File: config.mk
export PLATFORM = sky130hd
export DESIGN_NAME = display_reader
export DESIGN_NICKNAME = d
export VERILOG_FILES = /design/src/rtl/display_reader.sv
export SDC_FILE = /design/constraint.sdc
export NUM_CORES = 1
export LEC_CHECK = 0
export ABC_AREA = 1
export ABC_CLOCK_PERIOD_IN_PS = 1350
export CORE_UTILIZATION = 30
export CTS_CLUSTER_SIZE = 8
export DETAILED_ROUTE_END_ITERATION = 7
export PLACE_DENSITY = 0.53
export SLEW_MARGIN = 20
export SYNTH_ARGS = -nofsm -noshare
export SYNTH_HDL_FRONTEND = slang
export SYNTH_SLANG_ARGS = --single-unit
File: constraint.sdc
create_clock -name clk_i -period 1.35 [get_ports clk_i]
set_clock_uncertainty 0.05 [all_clocks]
set_input_delay 0.27 -clock clk_i [delete_from_list [all_inputs] [get_ports clk_i]]
set_output_delay 0.27 -clock clk_i [all_outputs]
set_load 0.05 [all_outputs]
File: src/rtl/display_reader.sv
// display_reader: seven-segment pattern reader.
// Waits for a stable segment pattern, then reports its hex digit once.
module display_reader #(
    parameter int unsigned STABLE_CYCLES = 4
) (
    input  logic       clk_i,
    input  logic       rst_i,
    input  logic [6:0] segments_i,
    output logic [3:0] value_o,
    output logic       valid_o,
    output logic       error_o,
    output logic       blank_o
);

    typedef enum logic {
        TRACK,
        HELD
    } state_e;

    localparam logic [7:0] LAST = 8'(STABLE_CYCLES - 1);

    state_e     state_q, state_d;
    logic [6:0] samp_q, samp_d;
    logic [7:0] cnt_q, cnt_d;
    logic [3:0] value_q, value_d;
    logic       valid_q, valid_d;
    logic       error_q, error_d;
    logic       blank_q, blank_d;

    logic [3:0] dig;
    logic       legal;

    // Map the sampled pattern back to a hex digit.
    always_comb begin
        dig   = 4'h0;
        legal = 1'b1;
        unique case (samp_q)
            7'h7E: dig = 4'h0;
            7'h30: dig = 4'h1;
            7'h6D: dig = 4'h2;
            7'h79: dig = 4'h3;
            7'h33: dig = 4'h4;
            7'h5B: dig = 4'h5;
            7'h5F: dig = 4'h6;
            7'h70: dig = 4'h7;
            7'h7F: dig = 4'h8;
            7'h7B: dig = 4'h9;
            7'h77: dig = 4'hA;
            7'h1F: dig = 4'hB;
            7'h4E: dig = 4'hC;
            7'h3D: dig = 4'hD;
            7'h4F: dig = 4'hE;
            7'h47: dig = 4'hF;
            default: legal = 1'b0;
        endcase
    end

    // Stability tracking and report generation.
    always_comb begin
        state_d = state_q;
        samp_d  = samp_q;
        cnt_d   = cnt_q;
        value_d = value_q;
        valid_d = 1'b0;
        error_d = 1'b0;
        blank_d = blank_q;
        if (segments_i != samp_q) begin
            samp_d  = segments_i;
            cnt_d   = 8'd0;
            state_d = TRACK;
        end else if (state_q == TRACK) begin
            if (cnt_q == LAST) begin
                state_d = HELD;
                if (legal) begin
                    value_d = dig;
                    valid_d = 1'b1;
                    blank_d = 1'b0;
                end else if (samp_q == 7'h00) begin
                    blank_d = 1'b1;
                end else begin
                    error_d = 1'b1;
                end
            end else begin
                cnt_d = cnt_q + 8'd1;
            end
        end
    end

    // State and output registers; reset drops any pending report.
    always_ff @(posedge clk_i) begin
        if (rst_i) begin
            state_q <= TRACK;
            samp_q  <= 7'h00;
            cnt_q   <= 8'd0;
            value_q <= 4'h0;
            valid_q <= 1'b0;
            error_q <= 1'b0;
            blank_q <= 1'b0;
        end else begin
            state_q <= state_d;
            samp_q  <= samp_d;
            cnt_q   <= cnt_d;
            value_q <= value_d;
            valid_q <= valid_d;
            error_q <= error_d;
            blank_q <= blank_d;
        end
    end

    assign value_o = value_q;
    assign valid_o = valid_q;
    assign error_o = error_q;
    assign blank_o = blank_q;

endmodule

==> Yosys cells after proc, flatten, opt, wreduce, memory -nomap -nowiden <==
Index checks and enable logic that the tools add are counted.
{ "totals": {"out_inout_bits": 7, "word_cells": 46, "ff_bits": 23} }
{ "classes": {"n_mux": 8, "bitwise": 3, "reduce_logical": 9, "add_sub_neg": 1, "n_eq_ne": 18} }
{ "op_table": {"columns": ["op", "n"], "rows": [
  ["7-bit == test (second input constant)", 12],
  ["4-bit case mux with 15 select lines", 1],
  ["7-bit by 6-bit == test with 1-bit output (second input constant)", 3],
  ["16-bit OR reduction", 1],
  ["8-bit by 1-bit adder with 8-bit output (second input constant)", 1],
  ["8-bit by 2-bit == test with 1-bit output (second input constant)", 1],
  ["4-bit AND reduction", 2],
  ["7-bit by 5-bit == test with 1-bit output (second input constant)", 1],
  ["7-bit logical NOT", 1],
  ["1-bit 2-to-1 mux", 7],
  ["7-bit != test", 1],
  ["5-bit OR reduction", 1],
  ["4-bit OR reduction", 1],
  ["1-bit NOT", 3],
  ["2-bit AND reduction", 1],
  ["2-bit nonzero test", 1],
  ["2-bit OR reduction", 1]
]} }

==> Logic depth before layout (Yosys ltp) <==
{ "depth": {"depth_word": 5, "depth_mapped": 12, "mapped_depth_nobuf": 12} }

==> Least setup slack after synthesis <==
OpenSTA, ideal clock, no wires.
{ "synth_timing": {"kind": "register to register", "startpoint": "register cnt_q[0]", "endpoint": "register cnt_q[0]", "n_path_buf": 0, "path_stages_with_launch": 9, "setup_slack_ps": -115, "required_time_ps": 1230, "setup_time_ps": 70, "arrival_time_ps": 1345, "path_cell_list": "dfxtp_1 -> ha_1 -> inv_1 -> nor2_1 -> and3_1 -> nor2_2 -> inv_1 -> or2_0 -> a21oi_1"} }
{ "synth_between": {"elab_chain_len": 3, "word_cells_on_any_way": 4, "classes_between": "add/sub (1); eq/ne (1); bitwise (1); reduce/logical (1)"} }
{ "synth_lines": {"columns": ["item", "line", "source"], "rows": [
  ["start, declared", "24", "logic [7:0] cnt_q, cnt_d;"],
  ["start signal, assigned", "102", "cnt_q <= cnt_d;"],
  ["branches (longest 3 deep; another with 8-bit by 1-bit adder with 8-bit output)", null, null]
]} }
Several ways; the timed one is not identified.
A chain may end at the register's enable or synchronous reset.

==> Final worst setup path <==
{ "layout_timing": {"startpoint": "register cnt_q[1]", "endpoint": "register value_q[0], in the netlist value_o[0]"} }
{ "layout_between": {"elab_chain_len": 2} }
{ "layout_lines": {"columns": ["item", "line", "source"], "rows": [
  ["8-bit by 2-bit == test with 1-bit output", "72", "if (cnt_q == LAST) begin"],
  ["4-bit AND reduction (no line)", null, null],
  ["end signal, assigned", "103", "value_q <= value_d;"],
  ["end, declared", "25", "logic [3:0] value_q, value_d;"]
]} }
No other way between the ends.

==> reports/results.ini <==
[pwr]
power.density_nw_per_um2=615
ir_drop_mv=0.349
p_leak_nw=0.930

[routing]
detail_route.wl_per_cell_um=9.99
drt-vias-per-instance=4.44
drc=0
routed_wl_um=3030
vias=1346
first_pass_iters=4
ant_nets=0
drt_iter0_drc=55

[floorplan]
io_pins=16
dieArea_um2=4690
die_x_um=68.5
start_util=0.322
core_um2=4120
rows=23
die_h_um=68.5

[yosys]
synth_cell_types=29
yosysMostFrequentCell=nand2_1
syn_area_per_cell_um2=6.69
synth_nets=208
synth_commonest_cells=38 x nand2_1, 28 x nor2_1, 23 x dfxtp_1
syn_inst=198
synthTopCellsByArea=dfxtp_1 35%, nand2_1 11%, nor2_1 7.9%, nand3_1 6.8%, inv_1 6.2%
ys_seq_elements=23
yosysWarnings=0
yosysSeqAreaShare=0.347
synth_top_area_share=0.347
ys.flop_type=dfxtp_1
netlist_area_um2=1330
synthArstFlopShare=0
synth_top_cell_by_area=dfxtp_1
synth_edf_count=0

[placed_design]
dp_hpwl_um=2380
globalplace.congestion=0.871
place_ws_ns=-0.455
postPlaceCellArea_um2=1820
port_buffers=15

[sta]
period_minus_slack_ns=1.46
slew_violations=0
tightest_slew_ns=0.318
relSlewSlack=0.786
rsz0062_at_grt=true
fin_crit_sh=1.08
hold_violations=0
fin_ws_ns=-0.105
setup_viol=12
max_freq_mhz=687

[final_layout]
fill_cells=415
nets=264
diodes=0
area_growth_syn_to_layout_pct=60.2
stdcell_area_um2=2120
drive_gt1_frac=0.490

[clocking]
clock-root-buffer=clkbuf_8
cts_buffers=3
cts-hold-fix-buffers=0
cts_max_path_buffers=2
h-tree-depth=1
cts.sinks=23
clk_latency_ns=0.26
cts_tree=done
clk_pin_slew_worst_paths_ns=0.09

[worst_hold_path]
min_path_cells=3
min_from=segments_i[2]
worstHoldPathType=in -> reg
hold-path-endpoint=samp_q[2]

[global_route]
grt_usage=0.149
grt.overflow.total=0
grt_max_degree=14
grt_pass1_wl_um=5210
grt_pass1_vias=1191
antenna_found_initial=0

[critical_path]
end_kind=flop
r2r_setup_slack_ns=-0.11
reg2reg_to=value_o[0]
critPathRequiredTime_ns=1.51
critical_path_class=reg -> reg
critPathLaunchType=flop
r2r-start=cnt_q[1]
critPathMaxFanout=6
r2r_cells=10
cp_data_arrival_time_ns=1.61

[outcome]
status=complete, but fails checks
violations=negative setup slack

[job]
max_cap_viol_count=0

==> registers in the layout, summed over array words and instances (netlist names) <==
signal and cells:
error_o 1, samp_q 7, blank_o 1, state_q 1
cnt_q 8, value_o 4, valid_o 1
==> metal layers <==
layer	track usage	wire (um)
met5	0	0
met4	0.0313	17
met3	0.0200	75
met2	0.252	1410
met1	0.198	1530
==> cell families after synthesis <==
| family | synth area share |
|---|---|
| AOI/OAI and AO/OA | 0.0765 |
| xor gates and xnor gates | 0.00661 |
| adders and majority gates | 0.00944 |
| buffers and inverters | 0.106 |
| DFF | 0.347 |
| and+or+nand+nor | 0.454 |
==> how the worst max path moves through the flow <==
stage | startpoint | to | cells past startpoint
6_report | cnt_q[1] | value_o[0] | 10
5_1_grt | samp_q[3] | value_o[0] | 12
4_1_cts | cnt_q[1] | value_o[0] | 10
3_5_place_dp | segments_i[2] | value_o[2] | 10
3_3_place_gp | segments_i[1] | value_o[3] | 9
2_1_floorplan | samp_q[6] | value_o[0] | 11
==> critical path: stages (launching register included) <==
cell	delay [ns]
dfxtp_2	0.36
ha_4	0.14
inv_2	0.03
nor2_1	0.08
and3_4	0.22
nand2_4	0.06
nor2_4	0.14
nand2_4	0.10
nor2_4	0.11
nand2_1	0.05
nand2_1	0.06
==> placed cells by master, fill, tap and decap left out, drive strengths merged <==
master          n
buf            46
o21ai           6
o211ai          1
nor2           41
nand3          21
nor3            4
dfxtp          23
or2             2
nor3b           1
clkinv          1
xor2            1
inv            32
a21oi           8
o2111ai         1
clkbuf          3
ha              1
clkdlybuf4s50   2
nor4            1
and3            2
nand2          44
dlygate4sd2     6
nand4           5
o21bai          1
==> layout make-up <==
| class | count | area (um^2) | area share |
|---|---|---|---|
| clock buffers | 3 | 41.3 | 0.0194 |
| inverters | 32 | 128 | 0.0601 |
| repair buffers | 54 | 520 | 0.245 |
| clock inverters | 1 | 5.00 | 0.00236 |
| well taps | 50 | 62.6 | 0.0295 |
| multi-input cells | 140 | 877 | 0.413 |
| flip-flops and latches | 23 | 489 | 0.230 |
==> repair_timing <==
item,4_1_cts,5_1_grt
gates resized for setup,38,27
buffers inserted,9,3
cloned,0,0
endpoints found under the setup margin,16,16
pin swaps,18,17
==> power breakdown <==
group / switching, mW / internal (mW) / total (mW) / leakage, nW
Combinational: 0.0799 / 0.0801 / 0.160 / 0.713
Clock: 0.229 / 0.206 / 0.435 / 0.0255
Sequential: 0.0274 / 0.684 / 0.712 / 0.192
Total: 0.337 / 0.970 / 1.31 / 0.930
==> through the flow <==
stage	std cells	hold slack [ns]	setup TNS [ns]	total power, mW	util
final	303	0.320	-0.751	1.31	0.516
after global routing	303	0.344	-2.40	1.37	0.516
after CTS	300	0.317	-0.742	1.32	0.487
after detailed placement	287	0.420	-5.98	0.870	0.442
after global placement	287	0.413	-5.86	0.869	0.442
after floorplan	198	0.327	0	0.801	-
(Power assumes the default switching activity.)
==> edit: new RTL, same settings <==
Take the reset off `value_q` and load it in a clocked block of its own.
--- a/src/rtl/display_reader.sv
+++ b/src/rtl/display_reader.sv
@@ -92,7 +92,6 @@
             state_q <= TRACK;
             samp_q  <= 7'h00;
             cnt_q   <= 8'd0;
-            value_q <= 4'h0;
             valid_q <= 1'b0;
             error_q <= 1'b0;
             blank_q <= 1'b0;
@@ -100,11 +99,14 @@
             state_q <= state_d;
             samp_q  <= samp_d;
             cnt_q   <= cnt_d;
-            value_q <= value_d;
             valid_q <= valid_d;
             error_q <= error_d;
             blank_q <= blank_d;
         end
+    end
+
+    always_ff @(posedge clk_i) begin
+        value_q <= value_d;
     end
 
     assign value_o = value_q;
Function: differs if rst_i is asserted again (counterexample within 10 cycles, from zero or initial values and one cycle with rst_i high); with rst_i held inactive, the same outputs for 10 cycles.
==> edit against the unedited design <==
The flow still finishes with violations (negative setup slack); fmax down 5.0%; synthesized area down 2.8%; total power grew 1.2%; sequential cell count unchanged; final area up 0.77%; wire length grew 1.8%; setup slack lost 77 ps; via count decreased by 5.6%; highest routed layer unchanged.
==> edit: results (changes against the unedited design) <==
[finish]
seq_share_pct = 24.7  ; +1.7 points
numSequentialCells = 23  ; unchanged
fillers = 380  ; -8.4%
clk_share_pct = 2.16  ; -0.017 points

[outcome]
status = finished with violations
violations = negative setup slack

[yosys]
netlist-cell-type-count = 28  ; -3.4%
syn_area_sq_mm = 0.00129  ; -2.8%
synth_common_cells = nand2_1 (33), nor2_1 (32), inv_1 (26)

[power_and_ir_drop]
leakagePower_nw = 0.975  ; +4.8%
peakVddDrop_v = 0.000534  ; +53%

[placement]
dp_cells = 275  ; -4.2%
placed_area_sq_mm = 0.00176  ; -3.4%
dpl.hpwl_mm = 2.14  ; -10%
gp_congestion = 0.809  ; -7.2%

[route]
routedWlPerCell_um = 10.7  ; +7.2%
first_iter_violations = 35  ; -36%
vias = 1270  ; -5.6%
wirelength_mm = 3.08  ; +1.8%

[global_routing]
first_global_vias = 1187  ; -0.34%
grt_pass1_wl_mm = 4.97  ; -4.5%

[timing]
setup_tns_ps = -2660  ; -1910 ps
worst_pin_slew_ps = 289  ; -29.0 ps
layout_setup_ws_ps = -182  ; -76.8 ps
setup-violations-final = 20  ; +8

[setup_path]
critPathSlowestCell = dfxtp_4
critPathMaxStageDelay_ps = 420  ; +60 ps

[edit: cell types whose count changed in the layout (fill, tap and decap cells not counted), sizes merged, moves of 4 or more]
cell          change
dlymetal6s2s      +5
nand2             -7
dlygate4sd2       -5
nand3             -8
edfxtp            +4
dfxtp             -4
[edit: path summary, 6_finish.rpt]
path	from	endpoint	slack, ps	cells past startpoint
hold reg to reg	blank_o$_SDFFE_PP0P_	blank_o$_SDFFE_PP0P_	450	2
setup / recovery	samp_q[3]$_SDFFE_PP0P_	value_o[3]$_DFFE_PP_	-180	10
hold / removal	segments_i[4]	samp_q[4]$_SDFFE_PP0P_	200	3
setup reg to reg	samp_q[3]$_SDFFE_PP0P_	value_o[3]$_DFFE_PP_	-180	10
[edit: cells by family (layout without fill, tap and decap cells)]
kind of cell	after synthesis	count (layout)	share of synthesized area, %
simple gates	108	108	38.7
flops	23	23	38.9
xor+xnor	5	5	3.40
fa+ha+maj	1	1	0.972
compound gates	13	13	6.41
buf+inv	36	88	11.7
[edit: metal layers]
| layer | GRT usage [%] | vias up | wire [um] |
|---|---|---|---|
| met3 | 2.03 | 6 | 44 |
| met2 | 24.9 | 11 | 1510 |
| li1 | - | 693 | - |
| met4 | 5.59 | 0 | 55 |
| met1 | 18.2 | 560 | 1470 |
| met5 | 0 | - | 0 |
[edit: timing repair]
action                     4_1_cts  5_1_grt
gates resized for setup         30       52
setup endpoints to repair       20       20
hold buffers                     0        0
pin swaps                        8       26
setup buffers                    4        5
[edit: power by group]
part / leakage [nW] / switching [mW] / internal, mW / total [mW]
Clock: 0.0255 / 0.226 / 0.206 / 0.432
Sequential: 0.206 / 0.0308 / 0.701 / 0.732
Combinational: 0.744 / 0.0809 / 0.0780 / 0.159
Total: 0.975 / 0.337 / 0.985 / 1.32
